$ cat src/rtl/instr_encoder_32.sv
// MIPS-32 instruction encoder and program loader: packs decoded fields into
// machine words and writes them to consecutive instruction-memory addresses.
module instr_encoder_32 #(
    parameter int                ADDR_W    = 8,
    parameter logic [ADDR_W-1:0] BASE_ADDR = '0
) (
    input  logic              clk,
    input  logic              rst_n,
    input  logic              start,
    input  logic              in_valid,
    output logic              in_ready,
    input  logic [3:0]        in_op,
    input  logic [4:0]        in_rs,
    input  logic [4:0]        in_rt,
    input  logic [4:0]        in_rd,
    input  logic [4:0]        in_shamt,
    input  logic [5:0]        in_funct,
    input  logic [15:0]       in_imm,
    input  logic [25:0]       in_target,
    output logic              mem_we,
    output logic [ADDR_W-1:0] mem_addr,
    output logic [31:0]       mem_wdata,
    output logic [ADDR_W:0]   count,
    output logic              full,
    output logic              err_illegal_op
);

    typedef enum logic {IDLE, WRITE} state_t;

    localparam logic [ADDR_W:0] CAPACITY = {1'b1, {ADDR_W{1'b0}}};

    state_t            state;
    state_t            next_state;
    logic [ADDR_W-1:0] ptr;
    logic [ADDR_W:0]   count_inc;
    logic [31:0]       word;
    logic              legal;
    logic              accept;

    assign count_inc = count + (ADDR_W+1)'(1);

    always_comb begin
        word  = '0;
        legal = 1'b1;
        case (in_op)
            4'd0:    word = {6'b000000, in_rs, in_rt, in_rd, in_shamt, in_funct};
            4'd1:    word = {6'b100011, in_rs, in_rt, in_imm};
            4'd2:    word = {6'b101011, in_rs, in_rt, in_imm};
            4'd3:    word = {6'b000100, in_rs, in_rt, in_imm};
            4'd4:    word = {6'b001000, in_rs, in_rt, in_imm};
            4'd5:    word = {6'b000010, in_target};
            // jr is an R-type with funct 0x08 and only rs meaningful
            4'd6:    word = {6'b000000, in_rs, 15'b0, 6'b001000};
            4'd7:    word = {6'b000011, in_target};
            default: legal = 1'b0;
        endcase
    end

    always_ff @(posedge clk or negedge rst_n) begin
        if (!rst_n) begin
            state <= IDLE;
        end else begin
            state <= next_state;
        end
    end

    always_comb begin
        next_state = state;
        in_ready   = 1'b0;
        mem_we     = 1'b0;
        accept     = 1'b0;
        case (state)
            IDLE: begin
                in_ready = !full && !start;
                accept   = in_valid && in_ready;
                if (accept && legal) begin
                    next_state = WRITE;
                end
            end
            WRITE: begin
                mem_we     = 1'b1;
                next_state = IDLE;
            end
            default: next_state = IDLE;
        endcase
    end

    // A start during WRITE lets the pending write finish, then discards its count
    always_ff @(posedge clk or negedge rst_n) begin
        if (!rst_n) begin
            ptr            <= BASE_ADDR;
            mem_addr       <= BASE_ADDR;
            mem_wdata      <= '0;
            count          <= '0;
            full           <= 1'b0;
            err_illegal_op <= 1'b0;
        end else if (start) begin
            ptr            <= BASE_ADDR;
            count          <= '0;
            full           <= 1'b0;
            err_illegal_op <= 1'b0;
        end else if (state == WRITE) begin
            ptr   <= ptr + ADDR_W'(1);
            count <= count_inc;
            full  <= (count_inc == CAPACITY);
        end else if (accept) begin
            if (legal) begin
                mem_addr  <= ptr;
                mem_wdata <= word;
            end else begin
                err_illegal_op <= 1'b1;
            end
        end
    end

endmodule

$ cat config.mk
export PLATFORM = sky130hd
export DESIGN_NAME = instr_encoder_32
export DESIGN_NICKNAME = d
export VERILOG_FILES = /design/src/rtl/instr_encoder_32.sv
export SDC_FILE = /design/constraint.sdc
export NUM_CORES = 1
export LEC_CHECK = 0
export CAP_MARGIN = 20
export CORE_ASPECT_RATIO = 1.4
export CORE_MARGIN = 1
export CORE_UTILIZATION = 35
export DETAILED_ROUTE_END_ITERATION = 10
export PLACE_DENSITY_LB_ADDON = 0.05
export SLEW_MARGIN = 10
export SYNTH_ARGS = -nofsm -noshare
export SYNTH_HDL_FRONTEND = slang
export SYNTH_SLANG_ARGS = --single-unit
$ cat constraint.sdc
create_clock -name clk -period 1.8 [get_ports clk]
set_input_delay 0.18 -clock clk [delete_from_list [all_inputs] [get_ports clk]]
set_output_delay 0.18 -clock clk [all_outputs]
set_load 0.02 [all_outputs]
==> results.sh, run 1 <==
export IMPL_outcome="finished clean"
export IMPL_critical_path_top_delay_family="buffers and inverters"
export IMPL_p_int_w=0.00247
export IMPL_p_comb_share_pct=25.6
export IMPL_yosys_cell_types_count=41
export IMPL_hold_class="in2async"
export IMPL_cts_clk_slew_worst_paths_ns=0.07
export IMPL_layout_commonest_cell="clkdlybuf4s50_1"
export IMPL_grt_pass1_vias=2683
export IMPL_swShare_pct=29.5
export IMPL_syn_area_sq_um=2870
export IMPL_n_antenna_cell=0
export IMPL_cts_tree="done"
export IMPL_syn_area_per_cell_sq_um=9.83
export IMPL_layout_drive_gt1_share_pct=10.9
export IMPL_stdcell_area_sq_um=4540
export IMPL_use_met3_pct=4.60
export IMPL_finalHoldViolations=0
export IMPL_switchingPower_w=0.00103
export IMPL_dieArea_sq_um=8580
export IMPL_cts_root_buf="clkbuf_8"
export IMPL_cp_max_fo=7
export IMPL_vdd_drop_max_mv=0.485
export IMPL_ios=129
export IMPL_drc=0
export IMPL_hold_ws_ns=0.378
export IMPL_min_period_ns=1.71
export IMPL_antenna_found_initial=0
export IMPL_synthArstFlopShare_pct=100
export IMPL_clockPowerShare_pct=31.2
export IMPL_dpl_hpwl_mm=5.97
export IMPL_drt_initial_drc_count=160
export IMPL_cp_required_ns=1.62
export IMPL_stdcell_count=541
export IMPL_synthCells=292
export IMPL_die_w_um=78.6
export IMPL_seqPwrFrac_pct=43.3
export IMPL_first_pass_iters=4
export IMPL_ys_flop_type="dfrtp_1"
export IMPL_crit_slowest_cell="clkdlybuf4s50_1"
export IMPL_start_util_pct=36.6
export IMPL_critical_path_max_stage_delay_ns=0.61
export IMPL_synth_top_area_share_pct=51.4
export IMPL_critPathKind="reg2out"
export IMPL_htree_levels=3
export IMPL_grt_pass1_wl_mm=13.0
export IMPL_post_dp_cell_area_sq_um=4360
export IMPL_synth_area_leaders="dfrtp_1 51%, nand2_1 7.1%, a222oi_1 5.2%"
export IMPL_use_met1_pct=23.8
export IMPL_via_count=2709
export IMPL_use_met2_pct=34.1
export IMPL_max_cap_viol_count=0
export IMPL_row_count=38
export IMPL_total_power_w=0.00350
export IMPL_grt_overflow=0
export IMPL_timing_final_crit_share_pct=94.7
export IMPL_powerDensity_nw_per_um2=770
export IMPL_slew_viol_final=0
export IMPL_fillers=748
export IMPL_drt_total_wl_mm=8.11
export IMPL_setup_viol=0
export IMPL_detail_route_antenna_nets=0
export IMPL_ys_warnings_count=0
export IMPL_dp_cells=524
export IMPL_vias_per_cell=5.01
export IMPL_clk_latency_ns=0.34
export IMPL_busiest_layer="met2"
export IMPL_finClkSkew_ns=0.00662
export IMPL_fmax_ghz=0.586
export IMPL_tightest_slew_ns=0.718
export IMPL_coreArea_sq_um=7850
export IMPL_grt_usage_pct=19.8
export IMPL_io_buffers=127
export IMPL_synth_area_leader_cell="dfrtp_1"
export IMPL_crit_chain="buf_4 > clkdlybuf4s50_1"
export IMPL_p_leak_nw=1.92
export IMPL_startpoint_type="flop"
export IMPL_ys_ff_latch=59
export IMPL_cts_setup_buffers=0
export IMPL_critPathCaptureType="output pin"
export IMPL_syn_num_nets=370
export IMPL_gp_congestion=0.791
export IMPL_cts_buffers=9
export IMPL_final_cell_mix="125 x clkdlybuf4s50_1, 59 x dfrtp_1, 54 x nand2_1"
export IMPL_area_growth_syn_to_layout_pct=58.2
export IMPL_crit_buf_inv=2
export IMPL_relSlewSlack_pct=52.1
export IMPL_clockBufferDepth=2
export IMPL_crit_arrival_ns=1.53
export IMPL_nets=514
export IMPL_die_h_um=109
export IMPL_wire_per_inst_um=15.0
export IMPL_yosysSeqAreaShare_pct=51.4
export IMPL_grt_max_degree=60
export IMPL_synth_edff_count=0
export IMPL_cts_sinks=59
export IMPL_tns_ns=0
export IMPL_rsz0062_at_grt="no"
## worst reg2reg max path: cells and delay by family (launching register included)
| family | cells | cell delay [ns] |
|---|---|---|
| simple gates | 3 | 0.73 |
| compound gates | 1 | 0.22 |
| buf+inv | 1 | 0.18 |
| flops | 1 | 0.37 |
## power by group through the flow
stage	Combinational (W)	Clock [W]	Sequential, W
6_report	0.000895	0.00109	0.00151
5_1_grt	0.000965	0.00118	0.00153
4_1_cts	0.000907	0.00112	0.00152
3_5_place_dp	0.000902	0	0.00154
3_3_place_gp	0.000899	0	0.00154
2_1_floorplan	0.000222	0	0.00169
## registers in the layout, summed over array words and instances (netlist names)
register	cells
mem_addr	8
count	9
mem_wdata	31
ptr	8
err_illegal_op	1
state	1
full	1
## cell families (layout without fill, tap and decap cells)
logic type	count (synthesis)	after routing	synth area share, %
AOI/OAI and AO/OA	65	65	16.9
xor gates and xnor gates	18	18	5.49
adders and majority gates	2	2	0.871
buffers and inverters	23	172	5.14
DFF	59	59	51.4
muxes	2	2	0.697
other	1	1	0.131
and+or+nand+nor	122	122	19.3
## synth_stat cells, types with 3 or more instances
master and n:
xor2_1 8, buf_6 5, o21ai_0 20, xnor2_1 10
nand2_1 54, nor2_1 39, a221oi_1 11, or3_1 4
a21oi_1 9, nor3_1 3, a222oi_1 15, nand4_1 5
dfrtp_1 59, clkbuf_1 3, buf_4 4, buf_2 7
nand3_1 4
## metrics by stage
step                      utilization, %  setup slack, ns
final                               57.9           0.0949
after global routing                57.9           0.0435
after CTS                           57.9           0.0759
after detailed placement            55.5           -0.135
after global placement              55.5           -0.103
after floorplan                        -            0.118
## area by class of cell
type | instances | area (sq um) | share of cell area, %
multi-input cells | 210 | 1250 | 27.5
well taps | 100 | 125 | 2.75
flip-flops and latches | 59 | 1480 | 32.5
repair buffers | 154 | 1510 | 33.2
inverters | 2 | 7.51 | 0.165
clock inverters | 5 | 37.5 | 0.826
clock buffers | 11 | 141 | 3.11
## metal layers
| layer | vias up | part of all wire [%] |
|---|---|---|
| met4 | 0 | 0.91 |
| met1 | 1284 | 43 |
| li1 | 1337 | - |
| met3 | 8 | 6.3 |
| met5 | - | 0 |
| met2 | 80 | 50 |
## path summary, 6_finish.rpt
path / slack, ns / cells past startpoint / from / endpoint
setup / recovery: 0.09 / 2 / state / mem_we
hold / removal: 0.38 / 3 / rst_n / mem_wdata[9]
setup reg to reg: 0.19 / 5 / full / mem_wdata[25]
hold reg to reg: 0.48 / 2 / mem_addr[4] / mem_addr[4]
max in group asynchronous: 1.16 / 3 / rst_n / ptr[2]
min in group clk: 0.47 / 3 / in_target[22] / mem_wdata[22]
## timing repair
action	CTS	global route
hold buffers	1	0
endpoints found under the hold margin	59	0
setup endpoints to repair	1	0
resized for setup	1	0
Power figures use the tool's default switching activity.
==> run 2: changes to the inputs <==
--- a/config.mk
+++ b/config.mk
@@ -8,5 +8,5 @@
 export CAP_MARGIN = 20
 export CORE_ASPECT_RATIO = 1.4
-export CORE_MARGIN = 1
+export CORE_MARGIN = 2
 export CORE_UTILIZATION = 35
 export DETAILED_ROUTE_END_ITERATION = 10
==> constraint.sdc (replaced) <==
create_clock -name clk -period 1.8 [get_ports clk]
set_input_delay 0.18 -clock clk [delete_from_list [all_inputs] [get_ports clk]]
set_output_delay 0.18 -clock clk [all_outputs]
set_load 0.01 [all_outputs]
==> results.sh, run 2 (same netlist as run 1, synthesis figures left out) <==
export IMPL_critical_path_top_delay_family="buffers and inverters"
export IMPL_nets=510
export IMPL_vias_per_cell=5.05
export IMPL_n_antenna_cell=0
export IMPL_htree_levels=3
export IMPL_ios=129
export IMPL_finClkSkew_ns=0.00574
export IMPL_slew_viol_final=0
export IMPL_clockBufferDepth=2
export IMPL_largest_reg_flops=31
export IMPL_dp_slack_ns=-0.379
export IMPL_relSlewSlack_pct=60.1
export IMPL_antenna_found_initial=0
export IMPL_grt_overflow=0
export IMPL_via_count=2719
export IMPL_final_cell_mix="125 x clkdlybuf4s50_1, 59 x dfrtp_1, 54 x nand2_1"
export IMPL_cp_max_fo=17
export IMPL_cts_sinks=59
export IMPL_clk_latency_ns=0.32
export IMPL_hold_ws_ns=0.399
export IMPL_min_period_ns=1.66
export IMPL_r2r_end="mem_wdata[20]"
export IMPL_layout_drive_gt1_share_pct=9.40
export IMPL_grt_pass1_vias=2768
export IMPL_outcome="finished clean"
export IMPL_area_growth_syn_to_layout_pct=62.4
export IMPL_detail_route_antenna_nets=0
export IMPL_fmax_ghz=0.601
export IMPL_drc=0
export IMPL_crit_arrival_ns=1.48
export IMPL_path_depth=2
export IMPL_crit_buf_inv=2
export IMPL_cts_buffers=9
export IMPL_cts_root_buf="clkbuf_16"
export IMPL_rsz0062_at_grt="no"
export IMPL_tightest_slew_ns=0.597
export IMPL_critPathCaptureType="output pin"
export IMPL_drt_total_wl_mm=8.18
export IMPL_gp_congestion=0.747
export IMPL_drt_initial_drc_count=153
export IMPL_r2r_start="full"
export IMPL_hold_class="in2async"
export IMPL_layout_commonest_cell="clkdlybuf4s50_1"
export IMPL_cts_clk_slew_worst_paths_ns=0.05
export IMPL_crit_slowest_cell="clkdlybuf4s50_1"
export IMPL_crit_end="mem_we"
export IMPL_vdd_drop_max_mv=0.573
export IMPL_dpl_hpwl_mm=5.70
export IMPL_largestRegisters="mem_wdata: 31 flops, count: 9 flops"
export IMPL_cts_tree="done"
export IMPL_cp_required_ns=1.62
export IMPL_cts_setup_buffers=0
export IMPL_setup_viol=0
export IMPL_timing_final_crit_share_pct=92.4
export IMPL_crit_chain="buf_4 > clkdlybuf4s50_1"
export IMPL_die_h_um=111
export IMPL_powerDensity_nw_per_um2=883
export IMPL_fin_ws_ns=0.137
export IMPL_wire_per_inst_um=15.2
export IMPL_first_pass_iters=4
export IMPL_io_buffers=127
export IMPL_dieArea_sq_um=8960
export IMPL_p_leak_nw=1.96
export IMPL_grt_usage_pct=19.3
export IMPL_critPathKind="reg2out"
export IMPL_grt_pass1_wl_mm=13.4
export IMPL_r2r_cells=5
export IMPL_start_util_pct=35.7
export IMPL_r2r_slack_ns=0.16
export IMPL_largest_register="mem_wdata"
export IMPL_startpoint_type="flop"
export IMPL_finalHoldViolations=0
export IMPL_row_count=39
export IMPL_crit_start="state"
export IMPL_max_cap_viol_count=0
export IMPL_die_w_um=80.6
export IMPL_grt_max_degree=60
export IMPL_critical_path_max_stage_delay_ns=0.58
export IMPL_coreArea_sq_um=8050
-- run 2: cell types whose count changed in the layout (fill, tap and decap cells not counted), moves of 2 or more --
cell / previous run / this run
clkinvlp_4: 2 / 0
clkbuf_1: 1 / 3
clkbuf_8: 10 / 1
buf_4: 23 / 18
bufinv_16: 0 / 2
clkbuf_16: 0 / 9
-- run 2: final cells by class --
cell class | instances | area, sq um
Fill cell | 722 | 3390
Inverter | 2 | 7.51
Timing Repair Buffer | 150 | 1490
Sequential cell | 59 | 1480
Tap cell | 102 | 128
Multi-Input combinational cell | 210 | 1250
Clock inverter | 2 | 60.1
Clock buffer | 13 | 250
-- run 2: how the worst min path moves through the flow --
| stage | to | slack, ns | cells past startpoint |
|---|---|---|---|
| 6_report | mem_wdata[10] | 0.40 | 3 |
| 5_1_grt | mem_wdata[10] | 0.42 | 3 |
| 4_1_cts | mem_wdata[10] | 0.41 | 3 |
| 3_5_place_dp | mem_wdata[10] | 0.22 | 2 |
| 3_3_place_gp | mem_wdata[13] | 0.22 | 2 |
| 2_1_floorplan | count[0] | -0.12 | 0 |
-- run 2: per-stage QoR --
step	power (W)	setup TNS [ns]	cell area, sq um	instances	util [%]
after global placement	0.00233	-5.73	4340	522	53.9
after global routing	0.00432	0	4660	538	57.9
after CTS	0.00418	0	4660	538	57.9
after floorplan	0.00182	0	2870	292	-
final	0.00412	0	4660	538	57.9
after detailed placement	0.00234	-7.11	4340	522	53.9
-- run 2: worst register-to-register path, delay by kind of cell, from the launching register on --
kind            cells  cell delay (ns)
simple gates        3             0.69
flops               1             0.36
compound gates      1             0.27
buf+inv             1             0.20
-- run 2: per-layer routing --
layer	part of all wire (%)	global-route usage, %	up-vias
li1	-	-	1326
met1	43	24.6	1298
met3	6.8	4.80	9
met5	0	0	-
met4	1.6	7.91	0
met2	49	30.9	86
-- run 2: report_power, final --
group          switching, W  leakage (nW)  total (W)  internal, W
clock network      0.000565         0.150    0.00181      0.00124
registers         0.0000646         0.780    0.00152      0.00145
logic              0.000324          1.03   0.000799     0.000475
-- run 2: what timing repair did --
item | CTS | global route
hold endpoints to repair | 59 | 0
resized for setup | 2 | 0
hold buffers | 1 | 0
endpoints found under the setup margin | 6 | 0
